$ cat config.mk
export PLATFORM = sky130hd
export DESIGN_NAME = mem_access_unit_flat
export DESIGN_NICKNAME = d
export VERILOG_FILES = /design/src/rtl/rv32_mem_pkg.sv /design/src/rtl/mem_access_unit_if.sv /design/src/rtl/mem_load_formatter.sv /design/src/rtl/mem_access_unit.sv /design/src/flat_wrapper.sv
export SDC_FILE = /design/constraint.sdc
export NUM_CORES = 1
export LEC_CHECK = 0
export ABC_CLOCK_PERIOD_IN_PS = 2450
export CAP_MARGIN = 20
export CELL_PAD_IN_SITES_DETAIL_PLACEMENT = 1
export CELL_PAD_IN_SITES_GLOBAL_PLACEMENT = 1
export CORE_MARGIN = 3
export CORE_UTILIZATION = 30
export CTS_CLUSTER_DIAMETER = 80
export DETAILED_ROUTE_END_ITERATION = 8
export GPL_ROUTABILITY_DRIVEN = 0
export GPL_TIMING_DRIVEN = 0
export PLACE_DENSITY = 0.77
export REMOVE_ABC_BUFFERS = 1
export SLEW_MARGIN = 20
export SYNTH_ARGS = -nofsm -noshare
export SYNTH_HDL_FRONTEND = slang
export SYNTH_SLANG_ARGS = --single-unit
$ cat constraint.sdc
create_clock -name CLK -period 2.45 [get_ports CLK]
set_input_delay 0.245 -clock CLK [delete_from_list [all_inputs] [get_ports CLK]]
set_output_delay 0.245 -clock CLK [all_outputs]
set_load 0.01 [all_outputs]
$ cat src/rtl/rv32_mem_pkg.sv
// -----------------------------------------------------------------------------
// rv32_mem_pkg
// Shared definitions for the MEM-stage load/store unit:
//   - RV32 funct3 encodings for loads (F3_LB..F3_LHU) and stores (F3_SB..F3_SW)
//   - FSM state encoding of the access sequencer (IDLE -> ACCESS -> DONE)
//   - default memory-acknowledge timeout
//   - access-size decode helper shared by the fault and lane logic
// No ports (package).
// -----------------------------------------------------------------------------
package rv32_mem_pkg;

   // Load funct3 encodings
   localparam logic [2:0] F3_LB  = 3'b000;
   localparam logic [2:0] F3_LH  = 3'b001;
   localparam logic [2:0] F3_LW  = 3'b010;
   localparam logic [2:0] F3_LBU = 3'b100;
   localparam logic [2:0] F3_LHU = 3'b101;

   // Store funct3 encodings
   localparam logic [2:0] F3_SB  = 3'b000;
   localparam logic [2:0] F3_SH  = 3'b001;
   localparam logic [2:0] F3_SW  = 3'b010;

   // Access sequencer states
   localparam logic [1:0] ST_IDLE   = 2'd0;
   localparam logic [1:0] ST_ACCESS = 2'd1;
   localparam logic [1:0] ST_DONE   = 2'd2;

   // Cycles allowed in ACCESS without MEM_ACK
   localparam int TIMEOUT_DEFAULT = 255;

   typedef enum logic [1:0] {
      SZ_BYTE = 2'd0,
      SZ_HALF = 2'd1,
      SZ_WORD = 2'd2
   } access_size_e;

   // funct3[1:0] carries the access size for both loads and stores; the
   // unsigned-ness bit funct3[2] does not change it. Encoding 11 is illegal
   // and is rejected by the funct3 legality check, so its size is irrelevant.
   function automatic access_size_e f3_size(input logic [2:0] f3);
      case (f3[1:0])
         2'b01:   f3_size = SZ_HALF;
         2'b10:   f3_size = SZ_WORD;
         default: f3_size = SZ_BYTE;
      endcase
   endfunction

endpackage

$ cat src/rtl/mem_access_unit_if.sv
// -----------------------------------------------------------------------------
// mem_access_unit_if
// Data-memory bus between the load/store unit (master) and the data
// memory / cache (slave).
//   MEM_READ       master->slave  read strobe, held for the whole access
//   MEM_WRITE      master->slave  write strobe, held for the whole access
//   MEM_ADDRESS    master->slave  word-aligned byte address
//   MEM_WRITEDATA  master->slave  lane-replicated store data
//   MEM_BYTE_EN    master->slave  byte lane enables
//   MEM_READDATA   slave->master  read word, valid in the MEM_ACK cycle
//   MEM_ACK        slave->master  one-cycle completion pulse
// -----------------------------------------------------------------------------
interface mem_access_unit_if;

   logic        MEM_READ;
   logic        MEM_WRITE;
   logic [31:0] MEM_ADDRESS;
   logic [31:0] MEM_WRITEDATA;
   logic [3:0]  MEM_BYTE_EN;
   logic [31:0] MEM_READDATA;
   logic        MEM_ACK;

   modport master (
      output MEM_READ,
      output MEM_WRITE,
      output MEM_ADDRESS,
      output MEM_WRITEDATA,
      output MEM_BYTE_EN,
      input  MEM_READDATA,
      input  MEM_ACK
   );

   modport slave (
      input  MEM_READ,
      input  MEM_WRITE,
      input  MEM_ADDRESS,
      input  MEM_WRITEDATA,
      input  MEM_BYTE_EN,
      output MEM_READDATA,
      output MEM_ACK
   );

endinterface

$ cat src/rtl/mem_load_formatter.sv
// -----------------------------------------------------------------------------
// mem_load_formatter
// Combinational load-data alignment and extension.
//   rdata   in  32  word returned by memory
//   funct3  in  3   load type (LB, LH, LW, LBU, LHU)
//   offset  in  2   byte offset of the load address inside the word
//   data    out 32  selected byte/half/word, sign- or zero-extended
// -----------------------------------------------------------------------------
module mem_load_formatter
   import rv32_mem_pkg::*;
(
   input  logic [31:0] rdata,
   input  logic [2:0]  funct3,
   input  logic [1:0]  offset,
   output logic [31:0] data
);

   logic [7:0]  byte_sel;
   logic [15:0] half_sel;

   always_comb begin
      byte_sel = rdata[{offset, 3'b000} +: 8];
      // Halfwords are always aligned, so only offset[1] picks the half.
      half_sel = offset[1] ? rdata[31:16] : rdata[15:0];
      data     = rdata;
      case (funct3)
         F3_LB:   data = {{24{byte_sel[7]}}, byte_sel};
         F3_LBU:  data = {24'd0, byte_sel};
         F3_LH:   data = {{16{half_sel[15]}}, half_sel};
         F3_LHU:  data = {16'd0, half_sel};
         F3_LW:   data = rdata;
         default: data = rdata;
      endcase
   end

endmodule

$ cat src/rtl/mem_access_unit.sv
// -----------------------------------------------------------------------------
// mem_access_unit
// MEM-stage load/store unit. Converts EX/MEM load/store requests into
// word-aligned, byte-enabled data-memory transactions, stalls the pipeline
// while a transaction is open and returns formatted load data.
//   CLK            in   clock
//   RESET          in   synchronous, active-high
//   IN_READ        in   load request
//   IN_WRITE       in   store request
//   IN_FUNC3       in   RV32 funct3 of the access
//   IN_ADDRESS     in   byte address
//   IN_WRITE_DATA  in   store data (rs2)
//   OUT_DMEM_OUT   out  formatted load data (registered)
//   OUT_BUSYWAIT   out  pipeline stall (combinational)
//   OUT_FAULT      out  bad request (combinational) or timeout (registered)
//   mem            --   data-memory bus, master side
// Parameter TIMEOUT_CYCLES: cycles spent in ACCESS without MEM_ACK before
// the access is abandoned and a fault is raised.
// -----------------------------------------------------------------------------
module mem_access_unit
   import rv32_mem_pkg::*;
#(
   parameter int TIMEOUT_CYCLES = TIMEOUT_DEFAULT
)
(
   input  logic                CLK,
   input  logic                RESET,
   input  logic                IN_READ,
   input  logic                IN_WRITE,
   input  logic [2:0]          IN_FUNC3,
   input  logic [31:0]         IN_ADDRESS,
   input  logic [31:0]         IN_WRITE_DATA,
   output logic [31:0]         OUT_DMEM_OUT,
   output logic                OUT_BUSYWAIT,
   output logic                OUT_FAULT,
   mem_access_unit_if.master   mem
);

   localparam int                CNT_W    = (TIMEOUT_CYCLES > 1) ? $clog2(TIMEOUT_CYCLES) : 1;
   localparam logic [CNT_W-1:0]  CNT_LAST = CNT_W'(TIMEOUT_CYCLES - 1);

   logic [1:0]       state;
   logic [CNT_W-1:0] tmo_cnt;
   logic             tmo_flag;
   logic [2:0]       acc_f3;
   logic [1:0]       acc_off;

   logic             req;
   logic             bad;
   logic             misalign;
   logic             load_f3_ok;
   logic             store_f3_ok;
   logic             start;
   access_size_e     size;
   logic [31:0]      load_fmt;

   function automatic logic [3:0] store_be(input logic [2:0] f3, input logic [1:0] off);
      case (f3)
         F3_SB:   store_be = 4'b0001 << off;
         F3_SH:   store_be = 4'b0011 << off;
         F3_SW:   store_be = 4'b1111;
         default: store_be = 4'b1111;
      endcase
   endfunction

   // Replicate the store operand across all lanes so the byte enables alone
   // decide which bytes land in memory.
   function automatic logic [31:0] store_data(input logic [2:0] f3, input logic [31:0] wd);
      case (f3)
         F3_SB:   store_data = {4{wd[7:0]}};
         F3_SH:   store_data = {2{wd[15:0]}};
         F3_SW:   store_data = wd;
         default: store_data = wd;
      endcase
   endfunction

   // Request decode and fault detection
   always_comb begin
      req         = IN_READ ^ IN_WRITE;
      size        = f3_size(IN_FUNC3);
      load_f3_ok  = (IN_FUNC3 == F3_LB)  || (IN_FUNC3 == F3_LH) || (IN_FUNC3 == F3_LW) ||
                    (IN_FUNC3 == F3_LBU) || (IN_FUNC3 == F3_LHU);
      store_f3_ok = (IN_FUNC3 == F3_SB)  || (IN_FUNC3 == F3_SH) || (IN_FUNC3 == F3_SW);
      misalign    = ((size == SZ_HALF) && IN_ADDRESS[0]) ||
                    ((size == SZ_WORD) && (IN_ADDRESS[1:0] != 2'b00));
      bad         = (IN_READ & IN_WRITE) |
                    (IN_READ  & ~IN_WRITE & (~load_f3_ok  | misalign)) |
                    (IN_WRITE & ~IN_READ  & (~store_f3_ok | misalign));
      start       = (state == ST_IDLE) & req & ~bad;
   end

   // The stall rises in the same cycle the request is seen so the pipeline
   // never advances past an access that has not been issued yet.
   assign OUT_BUSYWAIT = start | (state == ST_ACCESS);
   assign OUT_FAULT    = bad | tmo_flag;

   // Formatting uses the funct3/offset captured at issue, not the live inputs.
   mem_load_formatter u_fmt (
      .rdata  (mem.MEM_READDATA),
      .funct3 (acc_f3),
      .offset (acc_off),
      .data   (load_fmt)
   );

   // Access sequencer, timeout counter and registered bus outputs
   always_ff @(posedge CLK) begin
      if (RESET) begin
         state             <= ST_IDLE;
         tmo_cnt           <= '0;
         tmo_flag          <= 1'b0;
         acc_f3            <= 3'd0;
         acc_off           <= 2'd0;
         OUT_DMEM_OUT      <= 32'd0;
         mem.MEM_READ      <= 1'b0;
         mem.MEM_WRITE     <= 1'b0;
         mem.MEM_ADDRESS   <= 32'd0;
         mem.MEM_WRITEDATA <= 32'd0;
         mem.MEM_BYTE_EN   <= 4'd0;
      end else begin
         case (state)
            ST_IDLE: begin
               if (start) begin
                  state           <= ST_ACCESS;
                  tmo_cnt         <= '0;
                  acc_f3          <= IN_FUNC3;
                  acc_off         <= IN_ADDRESS[1:0];
                  mem.MEM_READ    <= IN_READ;
                  mem.MEM_WRITE   <= IN_WRITE;
                  mem.MEM_ADDRESS <= {IN_ADDRESS[31:2], 2'b00};
                  mem.MEM_BYTE_EN <= IN_READ ? 4'b1111 : store_be(IN_FUNC3, IN_ADDRESS[1:0]);
                  if (IN_WRITE) begin
                     mem.MEM_WRITEDATA <= store_data(IN_FUNC3, IN_WRITE_DATA);
                  end
               end
            end
            ST_ACCESS: begin
               // An acknowledge in the last allowed cycle still wins over the timeout.
               if (mem.MEM_ACK) begin
                  state         <= ST_DONE;
                  mem.MEM_READ  <= 1'b0;
                  mem.MEM_WRITE <= 1'b0;
                  if (mem.MEM_READ) begin
                     OUT_DMEM_OUT <= load_fmt;
                  end
               end else if (tmo_cnt == CNT_LAST) begin
                  state         <= ST_DONE;
                  mem.MEM_READ  <= 1'b0;
                  mem.MEM_WRITE <= 1'b0;
                  OUT_DMEM_OUT  <= 32'd0;
                  tmo_flag      <= 1'b1;
               end else begin
                  tmo_cnt <= tmo_cnt + CNT_W'(1);
               end
            end
            ST_DONE: begin
               // Pipeline advances on this edge; the old request is not re-issued.
               state    <= ST_IDLE;
               tmo_flag <= 1'b0;
            end
            default: begin
               state <= ST_IDLE;
            end
         endcase
      end
   end

endmodule
$ cat src/flat_wrapper.sv
// flat-port wrapper written by rule: the top's interface ports become plain ports
module mem_access_unit_flat import rv32_mem_pkg::*;
#(
   parameter int TIMEOUT_CYCLES = TIMEOUT_DEFAULT
)
  (CLK, RESET, IN_READ, IN_WRITE, IN_FUNC3, IN_ADDRESS, IN_WRITE_DATA, OUT_DMEM_OUT, OUT_BUSYWAIT, OUT_FAULT, mem_MEM_READ, mem_MEM_WRITE, mem_MEM_ADDRESS, mem_MEM_WRITEDATA, mem_MEM_BYTE_EN, mem_MEM_READDATA, mem_MEM_ACK);
  mem_access_unit_if mem_i ();
  input  logic CLK;
  input  logic RESET;
  input  logic IN_READ;
  input  logic IN_WRITE;
  input  logic [2:0] IN_FUNC3;
  input  logic [31:0] IN_ADDRESS;
  input  logic [31:0] IN_WRITE_DATA;
  output logic [31:0] OUT_DMEM_OUT;
  output logic OUT_BUSYWAIT;
  output logic OUT_FAULT;
  output wire logic [$bits(mem_i.MEM_READ)-1:0] mem_MEM_READ;
  output wire logic [$bits(mem_i.MEM_WRITE)-1:0] mem_MEM_WRITE;
  output wire logic [$bits(mem_i.MEM_ADDRESS)-1:0] mem_MEM_ADDRESS;
  output wire logic [$bits(mem_i.MEM_WRITEDATA)-1:0] mem_MEM_WRITEDATA;
  output wire logic [$bits(mem_i.MEM_BYTE_EN)-1:0] mem_MEM_BYTE_EN;
  input wire logic [$bits(mem_i.MEM_READDATA)-1:0] mem_MEM_READDATA;
  input wire logic [$bits(mem_i.MEM_ACK)-1:0] mem_MEM_ACK;
  assign mem_MEM_READ = mem_i.MEM_READ;
  assign mem_MEM_WRITE = mem_i.MEM_WRITE;
  assign mem_MEM_ADDRESS = mem_i.MEM_ADDRESS;
  assign mem_MEM_WRITEDATA = mem_i.MEM_WRITEDATA;
  assign mem_MEM_BYTE_EN = mem_i.MEM_BYTE_EN;
  assign mem_i.MEM_READDATA = mem_MEM_READDATA;
  assign mem_i.MEM_ACK = mem_MEM_ACK;
  mem_access_unit #(.TIMEOUT_CYCLES(TIMEOUT_CYCLES)) u_core (.CLK(CLK), .RESET(RESET), .IN_READ(IN_READ), .IN_WRITE(IN_WRITE), .IN_FUNC3(IN_FUNC3), .IN_ADDRESS(IN_ADDRESS), .IN_WRITE_DATA(IN_WRITE_DATA), .OUT_DMEM_OUT(OUT_DMEM_OUT), .OUT_BUSYWAIT(OUT_BUSYWAIT), .OUT_FAULT(OUT_FAULT), .mem(mem_i));
endmodule
==> results_dict.tcl <==
set metrics [dict create \
    ys_seq_elements 116 \
    layout-drive-gt1-share 0.1055 \
    status "finished clean" \
    fp.dieW_um 141.4 \
    nets 932 \
    drt-pass1-iter-count 4 \
    drt_wl_total_um 22630 \
    crit_path_max_fanout 6 \
    hold_class "in2reg" \
    cts.clk_slew.worst_paths_ns 0.06 \
    drc 0 \
    slew_viol_final 0 \
    leakage_uw 0.003075 \
    core-area_um2 17600 \
    drt_iter0_drc 344 \
    yosysWarnings 0 \
    ant_nets 0 \
    fmax_mhz 415.9 \
    synth.area.top_cells "dfxtp_1, a21oi_1, o21ai_0" \
    worst_pin_slew_ns 1.011 \
    timing.hold.ws_ns 0.2817 \
    period_share 0.9815 \
    slew-limit-headroom 0.3261 \
    synth_common_cells "dfxtp_1, a21oi_1, o21ai_0" \
    h-tree-depth 4 \
    post-route-util 0.4824 \
    grt_max_degree 46 \
    max-cap-violations 0 \
    min_delay_path_depth 2 \
    die_h_um 141.4 \
    cts_root_buf "clkbuf_16" \
    syn_avg_cell_area_um2 8.625 \
    insertion_delay_ns 0.42 \
    synth_seq_area_share 0.4220 \
    synth_edf_count 0 \
    power_density_nw_per_um2 658.2 \
    cts_max_path_buffers 2 \
    synth_ff_type "dfxtp_1" \
    numCtsBuffers 17 \
    place.detailed.hpwl_um 15630 \
    overflow 0 \
    cts_sinks 116 \
    syn_to_final_growth_pct 54.27 \
    hold_buffers 0 \
    wire_per_inst_um 21.35 \
    postSynthCellCount 638 \
    initial_core_util 0.3127 \
    hold_viol_final 0 \
    synth_cell_types 60 \
    viasPerCell 5.635 \
    syn_area_um2 5503 \
    grt_pass1_vias 6360 \
    async_flop_share 0 \
    die_area_um2 20000 \
    antenna_found_initial 1 \
    netlist.area_leader.share 0.4220 \
    ir_drop_mv 0.5289 \
    end_kind "primary output" \
    yosysTopAreaCell "dfxtp_1" \
    grt_pass1_wl_um 35380 \
    globalRouteTotalUtil 0.2227 \
    rsz0062_at_grt "no" \
    min_period_ns 2.405 \
    critPathLaunchType "input pin" \
    critPathKind "in2out" \
    yosysMostFrequentCell "dfxtp_1" \
    pin_count 208 \
    vias 5973 \
    num-fill-cells 1976 \
    fp-row-count 48 \
    worstPathRequired_ns 2.20 \
    crit_arrival_ns 2.16 \
    setup_viol 0 \
    io_buffer_count 205 \
    cts_tree "built" \
    fin_skew_ns 0.009592 \
    r2r_cells 4 \
]
## metal layers
metal / part of all wire / GRT usage / vias up
met5: 0 / 0 / -
met2: 0.48 / 0.3775 / 215
li1: - / - / 2765
met3: 0.091 / 0.08898 / 22
met4: 0.016 / 0.06717 / 0
met1: 0.41 / 0.2594 / 2971
## where the power goes
part | internal (uW) | switching, uW | total [uW] | leakage (uW)
Sequential | 1980 | 70.8 | 2050 | 0.000942
Combinational | 499 | 539 | 1040 | 0.00185
Clock | 1610 | 896 | 2500 | 0.000282
## cells by family (layout without fill, tap and decap cells)
family	after synthesis	count (layout)	share of synthesized area
adder cells (fa/ha/maj)	5	5	0.01137
buffers and inverters	83	276	0.06366
AND/OR/NAND/NOR	139	139	0.1235
flip-flops	116	116	0.4220
AO/OA/AOI/OAI	262	264	0.3163
other	1	3	0.0006815
multiplexers	32	32	0.06253
## worst max-delay path, stage by stage
cell	delay, ns
clkdlybuf4s50_1	0.53
ha_1	0.25
or3_4	0.41
a211o_4	0.31
o21ai_4	0.16
clkdlybuf4s15_2	0.25
## through the flow
stage               cells  power (uW)  cell area (um^2)  setup WS, ns  setup TNS, ns
floorplan             578        2465              5239        -2.827        -179.72
global placement     1008        2987              7572        -6.886        -544.38
detailed placement   1018        3070              7771        -1.293         -49.72
CTS                  1059        5624              8481       0.03942              0
global route         1060        5817              8489      0.003293              0
finish               1060        5588              8489       0.04544              0
## sequential cells by signal, indices dropped and copies added, names as in the netlist
register and cells:
u_core.mem.MEM_WRITE 1, u_core.mem.MEM_ADDRESS 30, u_core.mem.MEM_READ 1, u_core.acc_f3 3
u_core.tmo_flag 1, u_core.acc_off 2, u_core.state 2, u_core.mem.MEM_WRITEDATA 32
u_core.OUT_DMEM_OUT 32, u_core.mem.MEM_BYTE_EN 4, u_core.tmo_cnt 8
## repair_timing
item | CTS | global route
hold endpoints to repair | 0 | 0
setup buffers | 9 | 0
pin swaps | 6 | 0
resized for setup | 18 | 2
endpoints found under the setup margin | 72 | 1
cloned | 2 | 0
## cell type report
| cell class | instances | area (um^2) | share of cell area |
|---|---|---|---|
| antenna | 1 | 2.502 | 0.0002948 |
| clock buffer | 20 | 446.7 | 0.05262 |
| clock inverter | 10 | 133.9 | 0.01577 |
| inverter | 22 | 82.58 | 0.009727 |
| multi-input combinational | 442 | 2938 | 0.3461 |
| sequential | 116 | 2322 | 0.2735 |
| tap | 225 | 281.5 | 0.03316 |
| timing repair buffer | 224 | 2282 | 0.2688 |
## placed cells by master (no fill, tap or decap), types with 4 or more instances in the layout
| master | synthesis | final |
|---|---|---|
| a221o_1 | 6 | 6 |
| o221ai_1 | 6 | 6 |
| ha_1 | 5 | 5 |
| nand3_1 | 58 | 58 |
| a21oi_1 | 84 | 83 |
| nand4_1 | 4 | 4 |
| o21ai_0 | 74 | 73 |
| clkdlybuf4s50_1 | 0 | 198 |
| o211ai_1 | 5 | 5 |
| a21o_1 | 9 | 8 |
| a211o_1 | 5 | 4 |
| inv_1 | 21 | 20 |
| a2bb2oi_1 | 6 | 6 |
| nor2_1 | 9 | 8 |
| clkinv_2 | 0 | 4 |
| dfxtp_1 | 116 | 116 |
| a311oi_1 | 11 | 11 |
| nand2_1 | 41 | 41 |
| a221oi_1 | 8 | 8 |
| nand2b_1 | 7 | 7 |
| buf_6 | 2 | 4 |
| mux2i_1 | 22 | 22 |
| mux2_2 | 9 | 9 |
| buf_4 | 3 | 11 |
| a221o_2 | 10 | 10 |
| a211oi_1 | 11 | 11 |
| clkbuf_16 | 0 | 17 |
| dlygate4sd2_1 | 0 | 5 |
| nor3_1 | 5 | 5 |
## worst paths after layout
path                                        startpoint                            to  slack, ns
worst min-delay path                             RESET  u_core.mem.MEM_WRITEDATA[26]       0.28
worst min register to register  u_core.OUT_DMEM_OUT[8]        u_core.OUT_DMEM_OUT[8]       0.46
worst max register to register       u_core.acc_off[1]       u_core.OUT_DMEM_OUT[10]       0.13
worst max-delay path                          IN_WRITE                  OUT_BUSYWAIT       0.05
(Power assumes the default switching activity.)
